<file path="src/rtl/cpu_pkg.sv">
// Shared constants for the CPU-side RAM access path: bus widths, port ids
// and the access-controller state encoding.
package cpu_pkg;

   localparam int ADDR_W = 8;
   localparam int DATA_W = 16;

   localparam logic PORT_FETCH = 1'b0;
   localparam logic PORT_DATA  = 1'b1;

   localparam logic [2:0] ST_IDLE     = 3'd0;
   localparam logic [2:0] ST_RD_WAIT  = 3'd1;
   localparam logic [2:0] ST_RD_CAP   = 3'd2;
   localparam logic [2:0] ST_WR_SETUP = 3'd3;
   localparam logic [2:0] ST_WR_PULSE = 3'd4;
   localparam logic [2:0] ST_WR_HOLD  = 3'd5;
   localparam logic [2:0] ST_ACK      = 3'd6;

endpackage

</file>
<file path="src/rtl/mem_arb2.sv">
// Two-way round-robin arbiter: a lone requester always wins; on contention
// the port that did not win last time is granted.
module mem_arb2
   import cpu_pkg::*;
(
   input  logic [1:0] req,
   input  logic       last_grant,
   output logic       grant,
   output logic       valid
);

   always_comb begin
      valid = |req;
      grant = PORT_FETCH;
      if (req == 2'b11)
         grant = ~last_grant;
      else if (req[PORT_DATA])
         grant = PORT_DATA;
   end

endmodule

</file>
<file path="src/rtl/ram_access_ctrl.sv">
// Initiator for the 256x16 program/data RAM: arbitrates fetch and data ports
// and sequences addr/din/we so the RAM never sees them move while we=1.
//
// state       | meaning
// ------------+-----------------------------------------------------------
// IDLE        | waiting for a request; grant edge latches port and address
// RD_WAIT     | ram_addr held for RD_WAIT cycles while RAM output settles
// RD_CAP      | ram_dout captured into the granted port's data register
// WR_SETUP    | addr/din stable one cycle before raising ram_we
// WR_PULSE    | ram_we high for WR_PULSE cycles
// WR_HOLD     | ram_we low, addr/din held one more cycle
// ACK         | granted port's ack high for this one cycle
module ram_access_ctrl
   import cpu_pkg::*;
#(
   parameter int ADDR_W   = cpu_pkg::ADDR_W,
   parameter int DATA_W   = cpu_pkg::DATA_W,
   parameter int RD_WAIT  = 1,
   parameter int WR_PULSE = 1
) (
   input  logic              clk,
   input  logic              rst,
   input  logic              fetch_req,
   input  logic [ADDR_W-1:0] fetch_addr,
   output logic              fetch_ack,
   output logic [DATA_W-1:0] fetch_data,
   input  logic              dat_req,
   input  logic              dat_we,
   input  logic [ADDR_W-1:0] dat_addr,
   input  logic [DATA_W-1:0] dat_wdata,
   output logic              dat_ack,
   output logic [DATA_W-1:0] dat_rdata,
   output logic [ADDR_W-1:0] ram_addr,
   output logic [DATA_W-1:0] ram_din,
   output logic              ram_we,
   input  logic [DATA_W-1:0] ram_dout,
   output logic              busy
);

   localparam int CNT_MAX = (RD_WAIT > WR_PULSE) ? RD_WAIT : WR_PULSE;
   localparam int CNT_W   = (CNT_MAX > 1) ? $clog2(CNT_MAX) : 1;
   localparam logic [CNT_W-1:0] RD_LOAD = CNT_W'(RD_WAIT - 1);
   localparam logic [CNT_W-1:0] WR_LOAD = CNT_W'(WR_PULSE - 1);

   logic [2:0]       state;
   logic [CNT_W-1:0] wait_cnt;
   logic             port;
   logic             last_grant;
   logic             arb_grant;
   logic             arb_valid;
   logic [ADDR_W-1:0] gnt_addr;

   mem_arb2 u_arb (
      .req        ({dat_req, fetch_req}),
      .last_grant (last_grant),
      .grant      (arb_grant),
      .valid      (arb_valid)
   );

   assign gnt_addr = (arb_grant == PORT_DATA) ? dat_addr : fetch_addr;
   assign busy     = (state != ST_IDLE);

   always_ff @(posedge clk) begin
      if (rst) begin
         state      <= ST_IDLE;
         wait_cnt   <= '0;
         port       <= PORT_FETCH;
         last_grant <= PORT_FETCH;
         ram_addr   <= '0;
         ram_din    <= '0;
         ram_we     <= 1'b0;
         fetch_ack  <= 1'b0;
         dat_ack    <= 1'b0;
         fetch_data <= '0;
         dat_rdata  <= '0;
      end else begin
         fetch_ack <= 1'b0;
         dat_ack   <= 1'b0;
         case (state)
            ST_IDLE: begin
               if (arb_valid) begin
                  port       <= arb_grant;
                  last_grant <= arb_grant;
                  ram_addr   <= gnt_addr;
                  if (arb_grant == PORT_DATA && dat_we) begin
                     ram_din <= dat_wdata;
                     state   <= ST_WR_SETUP;
                  end else begin
                     wait_cnt <= RD_LOAD;
                     state    <= ST_RD_WAIT;
                  end
               end
            end
            ST_RD_WAIT: begin
               if (wait_cnt == '0)
                  state <= ST_RD_CAP;
               else
                  wait_cnt <= wait_cnt - CNT_W'(1);
            end
            ST_RD_CAP: begin
               if (port == PORT_DATA) begin
                  dat_rdata <= ram_dout;
                  dat_ack   <= 1'b1;
               end else begin
                  fetch_data <= ram_dout;
                  fetch_ack  <= 1'b1;
               end
               state <= ST_ACK;
            end
            ST_WR_SETUP: begin
               ram_we   <= 1'b1;
               wait_cnt <= WR_LOAD;
               state    <= ST_WR_PULSE;
            end
            ST_WR_PULSE: begin
               if (wait_cnt == '0) begin
                  ram_we <= 1'b0;
                  state  <= ST_WR_HOLD;
               end else begin
                  wait_cnt <= wait_cnt - CNT_W'(1);
               end
            end
            ST_WR_HOLD: begin
               // only the data port can reach a write
               dat_ack <= 1'b1;
               state   <= ST_ACK;
            end
            ST_ACK: begin
               state <= ST_IDLE;
            end
            default: begin
               ram_we <= 1'b0;
               state  <= ST_IDLE;
            end
         endcase
      end
   end

endmodule

</file>
<file path="config.mk">
export PLATFORM = sky130hd
export DESIGN_NAME = ram_access_ctrl
export DESIGN_NICKNAME = d
export VERILOG_FILES = /design/src/rtl/cpu_pkg.sv /design/src/rtl/mem_arb2.sv /design/src/rtl/ram_access_ctrl.sv
export SDC_FILE = /design/constraint.sdc
export NUM_CORES = 1
export LEC_CHECK = 0
export CAP_MARGIN = 20
export CELL_PAD_IN_SITES_DETAIL_PLACEMENT = 1
export CELL_PAD_IN_SITES_GLOBAL_PLACEMENT = 2
export CORE_AREA = 2 2 105 107
export CTS_CLUSTER_DIAMETER = 50
export DETAILED_ROUTE_END_ITERATION = 10
export DIE_AREA = 0 0 107 109
export PLACE_DENSITY = 0.82
export SYNTH_ARGS = -nofsm -noshare
export SYNTH_HDL_FRONTEND = slang
export SYNTH_HIERARCHICAL = 1
export SYNTH_SLANG_ARGS = --single-unit
</file>
<file path="constraint.sdc">
create_clock -name clk -period 2.2 [get_ports clk]
set_input_delay 0.44 -clock clk [delete_from_list [all_inputs] [get_ports clk]]
set_output_delay 0.44 -clock clk [all_outputs]
set_load 0.02 [all_outputs]
</file>
==> summary.txt <==
DP Worst Slack = 0.122 ns
antenna violations before repair = 0
WL final = 7.11 mm
first-pass GRT wire length = 11.2 mm
Die Y = 109 µm
die span in x = 107 µm
RePlAce Congestion = 0.681
share of layout cells above drive strength 1 = 8.61%
CP Launch Type = register
# port buffers = 112
Post-CTS Setup Bufs = 0
critical path type = reg -> out
Final TNS setup = 0 ns
PwrDens = 749 nW/µm²
Worst Hold Class = reg -> reg
Area contributors post-synth = dfxtp_1, mux2i_1, nand2_1, nand2b_1, a21oi_1
# diodes = 0
multi-input logic area = 1160 µm²
pin count of the biggest net entering global routing = 80
max incr delay on CP = 0.58 ns
Max transition margin = 71.8%
post-synthesis mux area share = 9.70%
area fraction in compound gates after synthesis = 10.6%
CP required = 1.76 ns
GR Overflow Total = 0
r2r setup slk = 0.66 ns
status = finished clean
CTS buffer count = 9
f_max = 0.481 GHz
CP arrival = 1.64 ns
Initial DRC Count = 64
Crit Path Max Fanout = 2
area leader, netlist = dfxtp_1
worst hold slack = 0.457 ns
synthesized area per cell = 9.28 µm²
Fill cells = 1227
worst setup margin = 0.123 ns
top cell type's share of synthesized area = 48.9%
simple-gate share of the synthesized area = 24.2%
clock-pin slew on the worst setup and hold paths = 0.08 ns
I/O pin count = 113
Pre-antenna DRT Iters = 4
Post-Synth XOR/XNOR Area = 0.679%
Slowest-stage cell, CP = clkdlybuf4s50_1
Syn Inst Count = 278
post-CTS sizing = 0
part of the Yosys area used for sequential elements = 48.9%
Max VDD drop = 0.251 mV
post-route ant nets = 0
CTS root buf = clkbuf_8
Sink Count = 63
Seq cells post-synth = 63
NumNets Final = 443
clk_lat worst skew = 0.34 ns
crit path time final = 2.08 ns
Max Slew Vio Count = 0
adder-cell area share of the yosys netlist = 0%
die area = 11700 µm²
DP HPWL = 4.96 mm
sequential cell area = 1260 µm²
average vias per placed instance = 4.20
Min-Delay Startpoint = dat_rdata[6]
Static Leak = 1.40 nW
Core Area = 10600 µm²
vias in the first global route = 2282
Hold-fix buffers, CTS = 0
hold path cells = 2
placed inst area = 3810 µm²
# rows = 38
routed vias = 2248
setup skew after layout = 0.0102 ns
DRC = 0
count of final setup violators = 0
Ys Warns = 6
routed len/inst = 13.3 µm
max_cap viols = 0
Worst Tran Pin Value = 0.424 ns
Hold EP = dat_rdata[6]
CTS H-tree lvls = 3
R2R Path End = ram_din[2]
CTS tree = built
crit path cell chain = or3_4 > clkdlybuf4s50_1
largest family of logic cells by synthesized area = simple AND/OR/NAND/NOR gates
reg-to-reg startpoint = last_grant
Finished Cell Area = 3980 µm²
R2R depth = 4
RSZ-0062 raised after global routing = no
Starting Density = 24.3%
Period Utilization, post-route = 94.4%
syn_nets = 331
clock buffer depth = 2
Netlist cell types = 27
final hold violations = 0
Area growth syn-to-layout = 54.4%
GRT Util Overall = 12.5%
Mapped Area = 2580 µm²
critical path capture point type = output pin
## final cells by class
| class | instances | area share, % |
|---|---|---|
| repair buffers | 122 | 30.2 |
| clock inverters | 4 | 0.503 |
| well taps | 140 | 4.40 |
| multi-input cells | 193 | 29.2 |
| inverters | 1 | 0.0942 |
| clock buffers | 12 | 3.89 |
| flip-flops and latches | 63 | 31.7 |
## cell families after synthesis
group,after synthesis
AND/OR/NAND/NOR,119
multiplexers,25
buffers and inverters,22
flip-flops,63
AO/OA/AOI/OAI,47
XOR/XNOR,2
## worst max path at each step
stage               slack (ns)     start  cells past startpoint     endpoint
CTS                       0.08  state[2]                      2         busy
detailed placement        0.12   dat_req                      5   ram_din[2]
global placement          0.20   dat_req                      5  ram_din[11]
finish                    0.12  state[2]                      2         busy
global route              0.05  state[2]                      2         busy
floorplan                 0.65   dat_req                      6  ram_din[10]
## critical path, delay by kind of cell, from the launching register on
family	cells	cell delay, ns
simple gates	1	0.42
flops	1	0.31
buf+inv	1	0.58
## synth_stat cells
master      n
nand2_1    64
a31oi_1     1
a21boi_1    1
xnor2_1     2
buf_4       1
nor2_1     13
dfxtp_1    63
nor2_8      1
buf_6       6
nand4bb_1   1
clkbuf_1    8
o21a_1      1
a211oi_2    2
nand2b_1   32
and4bb_2    1
nor4b_4     2
or2_1       1
mux2i_1    25
a211oi_1    7
inv_1       1
a21oi_1    35
buf_12      1
or4b_4      1
buf_2       5
nor4_1      1
or3_4       1
nand3_1     1
## power breakdown
group	total, mW	internal (mW)	switching, mW
Combinational	0.791	0.399	0.392
Sequential	1.29	1.24	0.0539
Clock	0.903	0.463	0.440
Total	2.99	2.10	0.885
## sequential cells by signal, indices dropped and copies added (netlist names)
register,count
ram_din,16
dat_rdata,16
ram_addr,8
fetch_data,16
state,3
last_grant,1
fetch_ack,1
dat_ack,1
ram_we,1
## placed cells by master, fill, tap and decap left out, types with 4 or more instances in the layout
cell / Yosys / final
dfxtp_1: 63 / 63
clkdlybuf4s50_1: 0 / 111
mux2i_1: 25 / 25
nand2b_1: 32 / 32
nand2_1: 64 / 64
a21oi_1: 35 / 35
buf_4: 1 / 9
clkinv_2: 0 / 4
clkbuf_8: 0 / 11
nor2_1: 13 / 13
a211oi_1: 7 / 7
## stage by stage
| step | util (%) | std cells | power, mW |
|---|---|---|---|
| after floorplan | - | 278 | 1.78 |
| final | 37.6 | 535 | 2.99 |
| after global placement | 35.9 | 519 | 2.11 |
| after CTS | 37.6 | 535 | 3.06 |
| after global routing | 37.6 | 535 | 3.17 |
| after detailed placement | 35.9 | 519 | 2.12 |
## metal layers
metal  share of wire, %  track usage [%]  vias up
met5                  0                0        -
met4               0.89             3.62        0
met3                6.3             4.96        6
met2                 47             20.2       68
met1                 46             15.4     1034
li1                   -                -     1140
(Power assumes the default switching activity.)
==> patch: new RTL, same flow settings <==
`ADDR_W`: 8 -> 6.
--- a/src/rtl/cpu_pkg.sv
+++ b/src/rtl/cpu_pkg.sv
@@ -3,5 +3,5 @@
 package cpu_pkg;
 
-   localparam int ADDR_W = 8;
+   localparam int ADDR_W = 6;
    localparam int DATA_W = 16;
 
Interface: changed (resized dat_addr, fetch_addr and ram_addr); port bits go from 113 to 107. No check against the original RTL was run, so the function may have changed too.
==> patch against the original RTL <==
  * Clock power up 21%
  * Final area down 3.3%
  * Global-route usage down 0.31 points
  * Synthesized area down 4.0%
  * Wire length down 3.1%
  * Sequential power down 3%
  * Sequential cell count down 2
  * First-iteration DRC count down 45%
  * Power up 2.3%
  * Setup slack better by 0.0073 ns
  * Non-clock buffer count down 7
  * Sequential share of layout area up 0.051 points
  * Die area unchanged
  * Critical path type unchanged
==> patch: results (changes against the original RTL) <==
stage,metric,value,unit,change
drt,Final ANT Viol Nets,0,,unchanged
clock_tree,CTS H-tree lvls,3,,unchanged
clock_tree,Resize count post-CTS,0,,unchanged
place,Placed Cells,504,,-2.9%
critical_path,slowest CP cell,clkdlybuf4s50_1,,
global_routing,pin count of the biggest net entering global routing,42,,-48%
synthesis,Post-Syn Area per Cell,9.175,sq um,-1.1%
clock_tree,Worst-path clk slew,0.07,ns,
clock_tree,clock root buffer,clkbuf_8,,
critical_path,Worst EP arrival,1.63,ns,
global_routing,initial antenna violation count,0,,unchanged
drt,drt initial violations,35,,-45%
hold_path,Hold WC Path Type,reg2reg,,
synthesis,Netlist cell types,27,,unchanged
synthesis,"Top FF cell, synth",dfxtp_1,,
cells_and_area,fillers,1248,,+1.7%
place,GPL Wtd Cong,0.6676,,-2.0%
cells_and_area,top flop regs,"dat_rdata x16, fetch_data x16, ram_din x16",,
clock_tree,Bufs on Longest Clock Path,2,,unchanged
critical_path,Top delay family on crit path,buffers and inverters,,
clock_tree,worst skew pair latency,0.34,ns,about the same
cells_and_area,# diodes,0,,unchanged
synthesis,Commonest cells post-synth,"nand2_1 (64), dfxtp_1 (61), a21oi_1 (35)",,
global_routing,vias in the first global route,2326,,+1.9%
cells_and_area,area of the multi-input gates,0.001112,sq mm,-4.5%
sta,clk_skew,0.008389,ns,-0.001833 ns
synthesis,sequential element share of the synthesized area,49.29,%,+0.41 points
pwr,P_leak,1.338,nW,-4.7%
synthesis,"top cells by area, synth","dfxtp_1 (49%), nand2_1 (9.7%), mux2i_1 (9.3%)",,
global_routing,first-pass GRT wire length,11.07,mm,-1.5%
cells_and_area,final cell count without fillers,520,,-2.8%
drt,DR pass1 iterations,4,,unchanged
status,status,"complete, no violations",,
synthesis,Mapped Nets,319,,-3.6%
cells_and_area,Final #Nets,424,,-4.3%
place,Placed Area,0.003636,sq mm,-4.5%
synthesis,Async SR Flop Fraction,0,%,unchanged
sta,worst slew pin tran,0.4366,ns,+0.01307 ns
critical_path,"Max FO, Critical Path",2,,unchanged
clock_tree,Post-CTS Setup Repair Bufs,0,,unchanged
cells_and_area,layout cells sized above 1,8.158,%,-0.45 points
synthesis,Syn. warnings,6,,unchanged
pwr,maximum vdd drop,358.6,uV,+43%
drt,number of vias per cell,4.302,,+2.4%
place,HPWL Detailed,4.944,mm,-0.32%
drt,Post-Route WL,6.884,mm,-3.1%
global_routing,gr usage total,12.17,%,-0.31 points
clock_tree,CTS Buf Count,9,,unchanged
sta,Setup TNS,0,ns,unchanged
place,IO buf count,106,,-5.4%
critical_path,peak per-stage delay on the critical path,0.55,ns,-0.03 ns
[patch: stage by stage]
step | total power [mW] | hold WS, ns | setup WS [ns]
final | 3.053 | 0.4559 | 0.1304
after global routing | 3.230 | 0.4838 | 0.07960
after CTS | 3.116 | 0.4600 | 0.09887
after detailed placement | 2.004 | 0.4508 | 0.1515
after global placement | 1.987 | 0.4443 | 0.2230
after floorplan | 1.690 | 0.5326 | 0.6269
[patch: final timing paths]
kind | cells after the start | to | start | slack [ns]
max | 2 | busy | state[2]$_SDFFE_PP0P_ | 0.13
min | 2 | dat_rdata[11]$_SDFFE_PP0P_ | dat_rdata[11]$_SDFFE_PP0P_ | 0.46
max reg2reg | 4 | ram_din[2]$_SDFFE_PP0P_ | last_grant$_SDFFE_PP0P_ | 0.72
min reg2reg | 2 | dat_rdata[11]$_SDFFE_PP0P_ | dat_rdata[11]$_SDFFE_PP0P_ | 0.46
[patch: cell type report]
type                       instances  share of cell area, %
sequential                        61                  31.71
timing repair buffer             115                  29.17
multi-input combinational        187                  28.88
tap                              140                  4.548
clock buffer                      10                  3.314
clock inverter                     6                  2.274
inverter                           1                0.09747
[patch: kinds of logic (layout without fill, tap and decap cells)]
kind of cell	Yosys count	in the layout	synth area share, %
simple gates	117	117	24.85
flops	61	61	49.29
compound gates	45	45	10.05
mux	23	23	9.293
buf+inv	22	132	5.808
xor+xnor	2	2	0.7072
[patch: worst reg2reg max path, stage by stage, from the launching register on]
cell      delay (ns)
dfxtp_1         0.38
a21boi_1        0.21
nand3_1         0.22
nor2_8          0.37
mux2i_1         0.24
[patch: power by group]
group / total, mW / internal, mW / switching (mW)
Sequential: 1.25 / 1.19 / 0.0523
Clock: 1.09 / 0.636 / 0.454
Combinational: 0.718 / 0.360 / 0.358
Total: 3.05 / 2.19 / 0.865
[patch: routing by layer]
layer,part of all wire (%),GRT usage (%),vias up
li1,-,-,1096
met1,45,14.90,1057
met2,47,19.84,72
met3,5.6,3.527,12
met4,1.8,5.566,0
met5,0,0,-
